$ cat src/rtl/spi_ram_arb_pkg.sv
// -----------------------------------------------------------------------------
// spi_ram_arb_pkg
// Shared definitions for the SPI / local-host configuration RAM arbiter:
//   - arb_state_e : arbiter FSM states (IDLE, ACCESS, RDWAIT)
//   - ADDR_W_DEF / DATA_W_DEF : default RAM geometry
//   - PORT_SPI / PORT_LOCAL : requester id encoding used for the winner and
//     round-robin pointer registers
//   - other_port() : the port that lost an arbitration won by the given port
// -----------------------------------------------------------------------------
package spi_ram_arb_pkg;

  localparam int unsigned ADDR_W_DEF = 8;
  localparam int unsigned DATA_W_DEF = 8;

  // Port ids are a single bit so they can index per-port vectors directly.
  localparam logic PORT_SPI   = 1'b0;
  localparam logic PORT_LOCAL = 1'b1;

  typedef enum logic [1:0] {
    ST_IDLE   = 2'd0,
    ST_ACCESS = 2'd1,
    ST_RDWAIT = 2'd2
  } arb_state_e;

  function automatic logic other_port(input logic port_id);
    return (port_id == PORT_SPI) ? PORT_LOCAL : PORT_SPI;
  endfunction

endpackage : spi_ram_arb_pkg

$ cat src/rtl/arb_rr_pick.sv
// -----------------------------------------------------------------------------
// arb_rr_pick
// Combinational two-way winner selection for spi_ram_arbiter.
//   req0, req1 : in  requests from port 0 (SPI) and port 1 (local host)
//   rr         : in  round-robin pointer, the preferred port on contention
//   winner     : out selected port id (only meaningful when any_req=1)
//   any_req    : out at least one request present
// Build option ARB_FIXED_PRIO_EN: when defined, rr is ignored and port 0
// always wins contention (port 1 can starve under sustained SPI traffic).
// -----------------------------------------------------------------------------
module arb_rr_pick
  import spi_ram_arb_pkg::*;
(
  input  logic req0,
  input  logic req1,
  input  logic rr,
  output logic winner,
  output logic any_req
);

  assign any_req = req0 | req1;

`ifdef ARB_FIXED_PRIO_EN
  // The pointer is not part of the decision in this build.
  logic unused_rr;
  assign unused_rr = rr;

  always_comb begin
    winner = PORT_SPI;
    if (!req0 && req1) begin
      winner = PORT_LOCAL;
    end
  end
`else
  always_comb begin
    winner = PORT_SPI;
    if (req0 && req1) begin
      // Contention: the pointer names the port whose turn it is.
      winner = rr;
    end else if (req1) begin
      winner = PORT_LOCAL;
    end
  end
`endif

endmodule : arb_rr_pick

$ cat src/rtl/spi_ram_arbiter.sv
// -----------------------------------------------------------------------------
// spi_ram_arbiter
// Shares one single-port configuration RAM between the SPI slave command path
// (port 0) and the local register/host requester (port 1). Each port issues
// single-byte reads or writes with a req/gnt/rvalid handshake.
//
// Ports:
//   clk, rst                 clock, synchronous active-high reset
//   reqN/weN/addrN/wdataN    request side of port N (held until gntN)
//   gntN                     one-cycle pulse when the access is issued to RAM
//   rvalidN                  one-cycle pulse when rdata carries port N's read
//   rdata                    shared read data, holds last completed read
//   ram_en/ram_we/ram_addr/ram_wdata/ram_rdata  RAM strobes and data
//   busy                     FSM outside IDLE
//
// Timing: request seen in IDLE at cycle N -> ACCESS (gnt, ram_en) at N+1 ->
// writes back in IDLE at N+2; reads sit in RDWAIT at N+2 capturing ram_rdata,
// and rvalid appears at N+3 together with the next arbitration slot.
//
// Build option ARB_FIXED_PRIO_EN: fixed priority to port 0, pointer frozen.
// -----------------------------------------------------------------------------
module spi_ram_arbiter
  import spi_ram_arb_pkg::*;
#(
  parameter int ADDR_W = ADDR_W_DEF,
  parameter int DATA_W = DATA_W_DEF
) (
  input  logic              clk,
  input  logic              rst,

  input  logic              req0,
  input  logic              we0,
  input  logic [ADDR_W-1:0] addr0,
  input  logic [DATA_W-1:0] wdata0,
  output logic              gnt0,
  output logic              rvalid0,

  input  logic              req1,
  input  logic              we1,
  input  logic [ADDR_W-1:0] addr1,
  input  logic [DATA_W-1:0] wdata1,
  output logic              gnt1,
  output logic              rvalid1,

  output logic [DATA_W-1:0] rdata,

  output logic              ram_en,
  output logic              ram_we,
  output logic [ADDR_W-1:0] ram_addr,
  output logic [DATA_W-1:0] ram_wdata,
  input  logic [DATA_W-1:0] ram_rdata,

  output logic              busy
);

  // ---------------------------------------------------------------------------
  // State
  // ---------------------------------------------------------------------------
  arb_state_e        state_q, state_d;
  logic              winner_q, winner_d;   // owner of the in-flight access
  logic              we_q, we_d;
  logic [ADDR_W-1:0] addr_q, addr_d;
  logic [DATA_W-1:0] wdata_q, wdata_d;
  logic              rr_q, rr_d;           // port preferred on contention
  logic [DATA_W-1:0] rdata_q, rdata_d;
  logic [1:0]        rvalid_q, rvalid_d;   // indexed by port id

  logic              pick_winner;
  logic              pick_any;

  arb_rr_pick u_pick (
    .req0    (req0),
    .req1    (req1),
    .rr      (rr_q),
    .winner  (pick_winner),
    .any_req (pick_any)
  );

  // ---------------------------------------------------------------------------
  // Next-state and output logic
  // ---------------------------------------------------------------------------
  always_comb begin
    state_d  = state_q;
    winner_d = winner_q;
    we_d     = we_q;
    addr_d   = addr_q;
    wdata_d  = wdata_q;
    rr_d     = rr_q;
    rdata_d  = rdata_q;
    rvalid_d = 2'b00;
    gnt0     = 1'b0;
    gnt1     = 1'b0;
    ram_en   = 1'b0;
    ram_we   = 1'b0;

    unique case (state_q)
      ST_IDLE: begin
        if (pick_any) begin
          // Latch the whole transaction so the requester may drop req
          // without affecting the access already decided.
          winner_d = pick_winner;
          if (pick_winner == PORT_LOCAL) begin
            we_d    = we1;
            addr_d  = addr1;
            wdata_d = wdata1;
          end else begin
            we_d    = we0;
            addr_d  = addr0;
            wdata_d = wdata0;
          end
`ifndef ARB_FIXED_PRIO_EN
          // Pointer moves at decision time, to the port that did not win,
          // whether or not that port was actually requesting.
          rr_d = other_port(pick_winner);
`endif
          state_d = ST_ACCESS;
        end
      end

      ST_ACCESS: begin
        ram_en = 1'b1;
        ram_we = we_q;
        gnt0   = (winner_q == PORT_SPI);
        gnt1   = (winner_q == PORT_LOCAL);
        state_d = we_q ? ST_IDLE : ST_RDWAIT;
      end

      ST_RDWAIT: begin
        // RAM output is valid now; register it so rdata is stable for the
        // whole rvalid cycle and afterwards until the next read completes.
        rdata_d            = ram_rdata;
        rvalid_d[winner_q] = 1'b1;
        state_d            = ST_IDLE;
      end

      default: begin
        state_d = ST_IDLE;
      end
    endcase
  end

  // ---------------------------------------------------------------------------
  // Registers
  // ---------------------------------------------------------------------------
  always_ff @(posedge clk) begin
    if (rst) begin
      state_q  <= ST_IDLE;
      winner_q <= PORT_SPI;
      we_q     <= 1'b0;
      addr_q   <= '0;
      wdata_q  <= '0;
      rr_q     <= PORT_SPI;
      rdata_q  <= '0;
      rvalid_q <= 2'b00;
    end else begin
      state_q  <= state_d;
      winner_q <= winner_d;
      we_q     <= we_d;
      addr_q   <= addr_d;
      wdata_q  <= wdata_d;
      rr_q     <= rr_d;
      rdata_q  <= rdata_d;
      rvalid_q <= rvalid_d;
    end
  end

  // Address and write data come straight from the latched transaction, so
  // they hold their last value between accesses.
  assign ram_addr  = addr_q;
  assign ram_wdata = wdata_q;
  assign rdata     = rdata_q;
  assign rvalid0   = rvalid_q[PORT_SPI];
  assign rvalid1   = rvalid_q[PORT_LOCAL];
  assign busy      = (state_q != ST_IDLE);

endmodule : spi_ram_arbiter

$ cat config.mk
export PLATFORM = sky130hd
export DESIGN_NAME = spi_ram_arbiter
export DESIGN_NICKNAME = d
export VERILOG_FILES = /design/src/rtl/spi_ram_arb_pkg.sv /design/src/rtl/arb_rr_pick.sv /design/src/rtl/spi_ram_arbiter.sv
export SDC_FILE = /design/constraint.sdc
export NUM_CORES = 1
export LEC_CHECK = 0
export BUFFER_PORTS_ARGS = -buffer_cell sky130_fd_sc_hd__buf_2
export CORE_ASPECT_RATIO = 0.9
export CORE_MARGIN = 3
export CORE_UTILIZATION = 42
export DETAILED_ROUTE_END_ITERATION = 8
export GPL_TIMING_DRIVEN = 0
export HOLD_SLACK_MARGIN = 0.06
export MAX_ROUTING_LAYER = met4
export PLACE_DENSITY_LB_ADDON = 0.25
export SLEW_MARGIN = 20
export SYNTH_ARGS = -nofsm -noshare
export SYNTH_HDL_FRONTEND = slang
export SYNTH_SLANG_ARGS = --single-unit
$ cat constraint.sdc
create_clock -name clk -period 1.65 [get_ports clk]
set_input_delay 0.0825 -clock clk [delete_from_list [all_inputs] [get_ports clk]]
set_output_delay 0.0825 -clock clk [all_outputs]
set_load 0.03 [all_outputs]
## After elaboration in Yosys (flattened, before gate mapping)

Cells that the tools add are included.

| storage, ports and cells | value |
|---|---|
| flip-flop bits (word level) | 31 |
| output and inout port bits | 31 |

| cells by class | value |
|---|---|
| magnitude comparators | 2 |
| eq/ne operators | 3 |
| multiplexer cells | 15 |
| bitwise operators | 3 |
| reduce and logical (&&, ||, !) cells | 6 |

Operator list:

| cell | number |
|---|---|
| two-way mux 8 bit | 2 |
| two-way mux 1 bit | 9 |
| two-way mux 2 bit | 2 |
| case mux 2 bit (2 select lines) | 1 |
| == test 2 x 1 -> 1 bit, second input constant | 1 |
| == test 2 bit, second input constant | 1 |
| logical AND 1 bit | 2 |
| logical NOT 2 bit | 1 |
| less-than comparator 1 x 2 -> 1 bit, second input constant | 1 |
| != test 2 bit, second input constant | 1 |
| NOT 1 bit | 2 |
| AND reduction 2 bit | 1 |
| nonzero test 2 bit | 1 |
| OR reduction 2 bit | 1 |
| demux 1 bit (select 1 bit) | 1 |
| >= comparator 1 bit, second input constant | 1 |
| bitwise OR 1 bit | 1 |

## Longest topological paths before layout

Gate-level depths: netlist (run 1).

| depth | value |
|---|---|
| word-level depth | 4 |
| depth in mapped cells | 5 |
| gate-level depth less buffers | 4 |

## Cells and area by module

Synthesis (run 1) repeated with hierarchy kept, for this count alone.

| unflattened totals | value |
|---|---|
| cell total of the unflattened synthesis | 137 |
| area total of the unflattened synthesis | 1,277.5 sq um |

By module, submodules not included:

| module | times used | cells an instance | area an instance (sq um) |
|---|---|---|---|
| spi_ram_arbiter | 1 | 134 | 1,260.0 |
| arb_rr_pick | 1 | 3 | 17.5 |

## Least setup slack after synthesis (run 1)

No wires, ideal clock.

| timing | value |
|---|---|
| path type | flip-flop to flip-flop |
| start point | register state_q[0] |
| end point | register addr_q[7], in the netlist ram_addr[7] |
| data arrival time | 1.112 ns |
| data required time | 1.506 ns |
| path slack | 0.394 ns |
| stages on the path, launching flop included | 6 |
| clock period less this slack | 1.256 ns |
| cell sequence | dfxtp_1 -> nor2_4 -> inv_2 -> nor2_8 -> buf_12 -> a311oi_2 |

| on the way | value |
|---|---|
| longest elaborated chain between the ends | 2 |

RTL lines:

| what | RTL line | source |
|---|---|---|
| from (decl) | spi_ram_arbiter.sv:59 | `arb_state_e state_q, state_d;` |
| from (signal assigned) | spi_ram_arbiter.sv:156 | `state_q <= state_d;` |
| logical NOT 2 bit | spi_ram_arbiter.sv:96 | `unique case (state_q)` |
| AND reduction 2 bit (no line) | n/a |  |
| to (signal assigned) | spi_ram_arbiter.sv:159 | `addr_q <= addr_d;` |
| to (decl) | spi_ram_arbiter.sv:62 | `logic [ADDR_W-1:0] addr_q, addr_d;` |

No other way between the ends.
A chain may end at the register's enable or synchronous reset.

## Worst setup path after layout (run 1)

| timing | value |
|---|---|
| start point | register state_q[0] |
| end point | register wdata_q[5], in the netlist ram_wdata[5] |

| on the way | value |
|---|---|
| longest elaborated chain between the ends | 2 |

RTL lines:

| what | RTL line | source |
|---|---|---|
| logical NOT 2 bit | spi_ram_arbiter.sv:96 |  |
| AND reduction 2 bit (no line) | n/a |  |
| to (signal assigned) | spi_ram_arbiter.sv:160 | `wdata_q <= wdata_d;` |
| to (decl) | spi_ram_arbiter.sv:63 | `logic [DATA_W-1:0] wdata_q, wdata_d;` |

No other way between the ends.

==> reports/results.tsv, run 1 <==
metric	value	unit
status	finished, final reports clean	
finalCritPeriodShare	84.8	%
num_vias	1532	
place_inst	279	
grt_pass1_vias	1448	
fp.dieH	62.6	um
dr.pass1.iters	4	
via_per_inst	5.19	
place_congestion	0.772	
max-vdd-ir-drop	0.675	mV
grt_max_degree	11	
worst_slack	0.251	ns
die_area	4310	sq um
worstHoldStart	addr0[2]	
rows	19	
nets	298	
rsz0062_at_grt	false	
cp-startpoint	state_q[0]	
path_class	reg2reg	
core-area	3230	sq um
dieWidth	68.8	um
post_drt_wl_per_cell	13.7	um
drt_iter0_markers	76	
cts_tree	built	
ant_nets	0	
synthCells	162	
drive_gt1_share	43.5	%
ys_ff_latch	31	
synth_area_per_cell	9.21	sq um
startpoint_type	register	
io_pins	77	
start_util	46.2	%
skew	0.00320	ns
cts_sinks	31	
area_growth	39.5	%
num_antenna_cells	0	
syn-cell-area	1490	sq um
yosys_warnings	0	
ctsHoldBuffers	8	
setup-tns-final	0	ns
yosysUniqueCellTypes	27	
fill_cells	308	
r2r_cells	5	
grt_pass1_wl	6710	um
clock.fmax	0.715	GHz
whs_path_depth	3	
antenna_found_initial	0	
grt_overflow_total	0	
drc	0	
numCtsBuffers	5	
hold_violations	0	
io_buffers	75	
cp.required	1.79	ns
cts.repair.resized	0	
pre_cts_ws	0.254	ns
htreeDepth	2	
cts_buffer_depth	2	
clk_pin_slew_worst_paths	0.06	ns
powerDensity	968	nW/um^2
routed_wl	4030	um
worst_pin_slew	0.666	ns
drv_cap	0	
cp-end-kind	register	
final_cells	295	
arrival	1.53	ns
grtUsageTotal	21.0	%
syn_nets	208	
crit_fanout	10	
max_slew_margin	55.6	%
drv_slew	0	
postCtsSetupBuffers	0	
fin_hold_ws	0.0820	ns
p_leak	0.939	nW
ff2ff_setup_slack	0.25	ns
r2r-start	state_q[0]	
ys_seq_area_share	41.6	%
place_hpwl	2860	um
min_path_type	in2reg	
setup_viol	0	
period_needed	1.40	ns
cts_root_buf	clkbuf_8	
insertion_delay	0.28	ns
-- through the flow --
step                cell area [sq um]  util, %  power, mW
floorplan                        1490        -       1.28
global placement                 1920     59.4       1.45
detailed placement               1920     59.4       1.46
CTS                              2080     64.4       2.03
global route                     2080     64.4       2.13
finish                           2080     64.4       2.02
-- per-layer routing --
metal | global-route usage, % | vias to the layer above | wire [um]
met5 | - | - | 0
met4 | 6.57 | 0 | 55
met3 | 6.65 | 6 | 373
met2 | 30.6 | 65 | 1890
met1 | 27.5 | 694 | 1710
li1 | - | 767 | -
-- cell type report --
class | instances | area, sq um | share of cell area, %
multi-input combinational | 112 | 728 | 35.0
sequential | 31 | 621 | 29.8
timing repair buffer | 83 | 455 | 21.9
buffer | 15 | 129 | 6.19
clock buffer | 7 | 76.3 | 3.67
tap | 42 | 52.6 | 2.52
inverter | 4 | 15.0 | 0.721
clock inverter | 1 | 5.00 | 0.240
-- placed cells by master (no fill, tap or decap) --
cell type,netlist,routed
buf_2,3,78
dfxtp_1,31,31
a21oi_1,24,24
o21ai_0,18,18
nand3_1,18,18
nand2_1,16,16
a311oi_2,11,11
dlygate4sd3_1,0,8
clkbuf_1,4,6
clkbuf_8,1,6
a311oi_1,6,6
nand2b_1,3,3
inv_1,3,3
buf_4,3,3
nor3_1,3,3
nor2_4,2,2
and2_1,2,2
buf_6,2,2
buf_12,2,2
a21oi_2,2,2
inv_2,1,1
nor2_1,1,1
and2b_4,1,1
nor2_8,1,1
or2_1,1,1
o211a_1,1,1
and2b_1,1,1
and3_1,1,1
clkinv_2,0,1
-- sequential cells by signal, indices dropped and copies added, names as in the netlist --
| name | flops |
|---|---|
| rr_q | 1 |
| state_q | 2 |
| rvalid_q | 2 |
| rdata | 8 |
| we_q | 1 |
| winner_q | 1 |
| ram_wdata | 8 |
| ram_addr | 8 |
-- synthesized netlist by cell type --
cell type,instances,area [sq um]
nand2b_1,3,18.8
nor2_1,1,3.75
a311oi_2,11,165
or2_1,1,6.26
and3_1,1,6.26
buf_12,2,40.0
and2b_4,1,10.0
buf_6,2,22.5
inv_1,3,11.3
o21ai_0,18,90.1
buf_2,3,15.0
buf_4,3,22.5
a311oi_1,6,52.6
and2_1,2,12.5
nand3_1,18,90.1
inv_2,1,3.75
o211a_1,1,10.0
nor2_8,1,20.0
a21oi_2,2,17.5
nand2_1,16,60.1
clkbuf_1,4,15.0
a21oi_1,24,120
and2b_1,1,7.51
nor2_4,2,22.5
clkbuf_8,1,13.8
dfxtp_1,31,621
nor3_1,3,15.0
-- kinds of logic (layout without fill, tap and decap cells) --
group | after synthesis | in the layout | share of synthesized area (%)
buffers and inverters | 19 | 110 | 9.64
AOI/OAI and AO/OA | 62 | 62 | 30.5
DFF | 31 | 31 | 41.6
and+or+nand+nor | 50 | 50 | 18.3
-- worst paths after layout --
| check | endpoint |
|---|---|
| hold / removal | ram_addr[2] |
| setup / recovery | ram_wdata[5] |
| setup reg to reg | ram_wdata[5] |
| hold reg to reg | rdata[2] |
-- where the power goes --
part / leakage (nW) / internal (mW) / switching (mW) / total, mW
Sequential: 0.255 / 0.817 / 0.0395 / 0.856
Clock: 0.0422 / 0.295 / 0.266 / 0.561
Combinational: 0.641 / 0.237 / 0.363 / 0.599
-- critical path, stage by stage (launching register included) --
cell	delay [ns]
dfxtp_1	0.34
nor2_4	0.29
inv_2	0.13
nor2_8	0.22
buf_12	0.17
a311oi_2	0.09
No activity file was read; power rests on OpenSTA's default activity.
==> inputs of run 2 (changes only) <==
- CORE_UTILIZATION: 42 -> 40
- clock period: 1.65 -> 1.2 ns (I/O delays scaled with it)
==> reports/results.tsv, run 2 (synthesized netlist as in run 1, its figures left out) <==
metric	value	unit	change
area_growth	52.8	%	was 39.5%
grt_pass1_vias	1555		was 1448
io_buffers	75		unchanged
core-area	3480	sq um	was 3230 sq um
arrival	1.11	ns	was 1.53 ns
cts_buffer_depth	2		unchanged
final_cells	309		was 295
routed_wl	4510	um	was 4030 um
antenna_found_initial	0		unchanged
post_drt_wl_per_cell	14.6	um	was 13.7 um
max_slew_margin	53.3	%	was 55.6%
skew	0.00628	ns	was 0.00320 ns
met3_length	296	um	was 373 um
p_leak	1.02	nW	was 0.939 nW
dr.pass1.iters	4		unchanged
cp.required	1.14	ns	was 1.79 ns
cts_sinks	31		unchanged
place_hpwl	2880	um	was 2860 um
pre_cts_ws	-0.158	ns	was 0.254 ns
nets	310		was 298
min_path_type	in2reg		unchanged
htreeDepth	2		unchanged
max_stage_delay	0.36	ns	was 0.34 ns
grtUsageTotal	21.3	%	was 21.0%
ant_nets	0		unchanged
crit_fanout	4		was 10
die_area	4500	sq um	was 4310 sq um
dieWidth	70.4	um	was 68.8 um
grt_pass1_wl	7310	um	was 6710 um
hold_violations	0		unchanged
layout.area.seq	626	sq um	was 621 sq um
cts_tree	built		unchanged
startpoint_type	register		unchanged
period_needed	1.17	ns	
path_cells	nand2b_4 -> inv_2 -> and2_4 -> buf_6		was nor2_4 -> inv_2 -> nor2_8 -> buf_12 -> a311oi_2
max-vdd-ir-drop	0.942	mV	was 0.675 mV
place_inst	281		was 279
grt_max_degree	19		was 11
worst_slack	0.0275	ns	was 0.251 ns
fin_hold_ws	0.0684	ns	was 0.0820 ns
num_vias	1595		was 1532
drv_slew	0		unchanged
final_common_cell	buf_2		unchanged
num_antenna_cells	0		unchanged
drc	0		unchanged
wl_met2	2160	um	was 1890 um
io_pins	77		unchanged
layout_common_cells	buf_2, dfxtp_1, a21oi_1		unchanged
cp-end-kind	output port		was register
path_class	reg2out		was reg2reg
status	finished, final reports clean		unchanged
clk_pin_slew_worst_paths	0.07	ns	was 0.06 ns
drt_iter0_markers	68		was 76
clock.fmax	0.853	GHz	
start_util	42.9	%	was 46.2%
finalCritPeriodShare	97.7	%	
worst_pin_slew	0.700	ns	was 0.666 ns
rows	20		was 19
grt_overflow_total	0		unchanged
wl_met1	2000	um	was 1710 um
slowest_stage	dfxtp_4		was dfxtp_1
powerDensity	1390	nW/um^2	was 968 nW/um^2
drv_cap	0		unchanged
place_congestion	0.752		was 0.772
highest_layer	met4		unchanged
cts_root_buf	clkbuf_8		unchanged
rsz0062_at_grt	true		was false
drive_gt1_share	46.4	%	was 43.5%
multi_input_comb_area	741	sq um	was 728 sq um
fill_cells	320		was 308
insertion_delay	0.29	ns	was 0.28 ns
fp.dieH	64.0	um	was 62.6 um
numCtsBuffers	5		unchanged
via_per_inst	5.16		was 5.19
setup_viol	0		unchanged
run 2: changes by cell type in the layout (fill, tap and decap cells not counted), sizes merged:
| cell | delta |
|---|---|
| bufinv | +1 |
| clkbuf | -1 |
| dlygate4sd3 | +7 |
| buf | +5 |
run 2: worst paths after layout:
kind | end | cells past startpoint | from | slack [ns]
max | gnt1 | 4 | state_q[1] | 0.03
min | ram_addr[1] | 3 | addr0[1] | 0.07
max reg2reg | ram_addr[3] | 4 | rr_q | 0.05
min reg2reg | rdata[4] | 2 | rdata[4] | 0.45
run 2: report_power, final:
group          switching [mW]  internal [mW]
registers              0.0590           1.12
logic                   0.525          0.389
clock network           0.405          0.671
total                   0.989           2.18
run 2: routing by layer:
layer,global-route usage [%],vias to the layer above
met1,24.2,738
li1,-,798
met5,-,-
met4,7.89,0
met3,5.82,5
met2,35.9,54
run 2: repair_timing:
| item | CTS | global route |
|---|---|---|
| endpoints found under the hold margin | 12 | 0 |
| cloned | 0 | 1 |
| endpoints found under the setup margin | 20 | 15 |
| pin swaps | 1 | 12 |
| gates resized for setup | 8 | 12 |
| hold buffers | 15 | 0 |
| setup buffers | 2 | 3 |
run 2: layout make-up:
cell class,count,share of cell area (%)
plain buffers,14,5.49
clock buffers,6,3.62
clock inverters,2,1.54
inverters,4,0.768
multi-input cells,112,32.5
flip-flops and latches,31,27.4
well taps,44,2.41
repair buffers,96,26.3
run 2: stage by stage:
step | power, mW | utilization [%] | area (sq um) | TNS (ns)
4_1_cts | 3.14 | 64.0 | 2230 | 0
3_3_place_gp | 2.00 | 55.4 | 1930 | -1.47
6_report | 3.17 | 65.6 | 2280 | 0
2_1_floorplan | 1.76 | - | 1500 | 0
3_5_place_dp | 2.01 | 55.4 | 1930 | -1.65
5_1_grt | 3.32 | 65.6 | 2280 | -0.0848
run 2: worst max-delay path: cells and delay by family, from the launching register on:
family	cells	cell delay (ns)
buffers and inverters	2	0.18
and+or+nand+nor	2	0.29
DFF	1	0.36
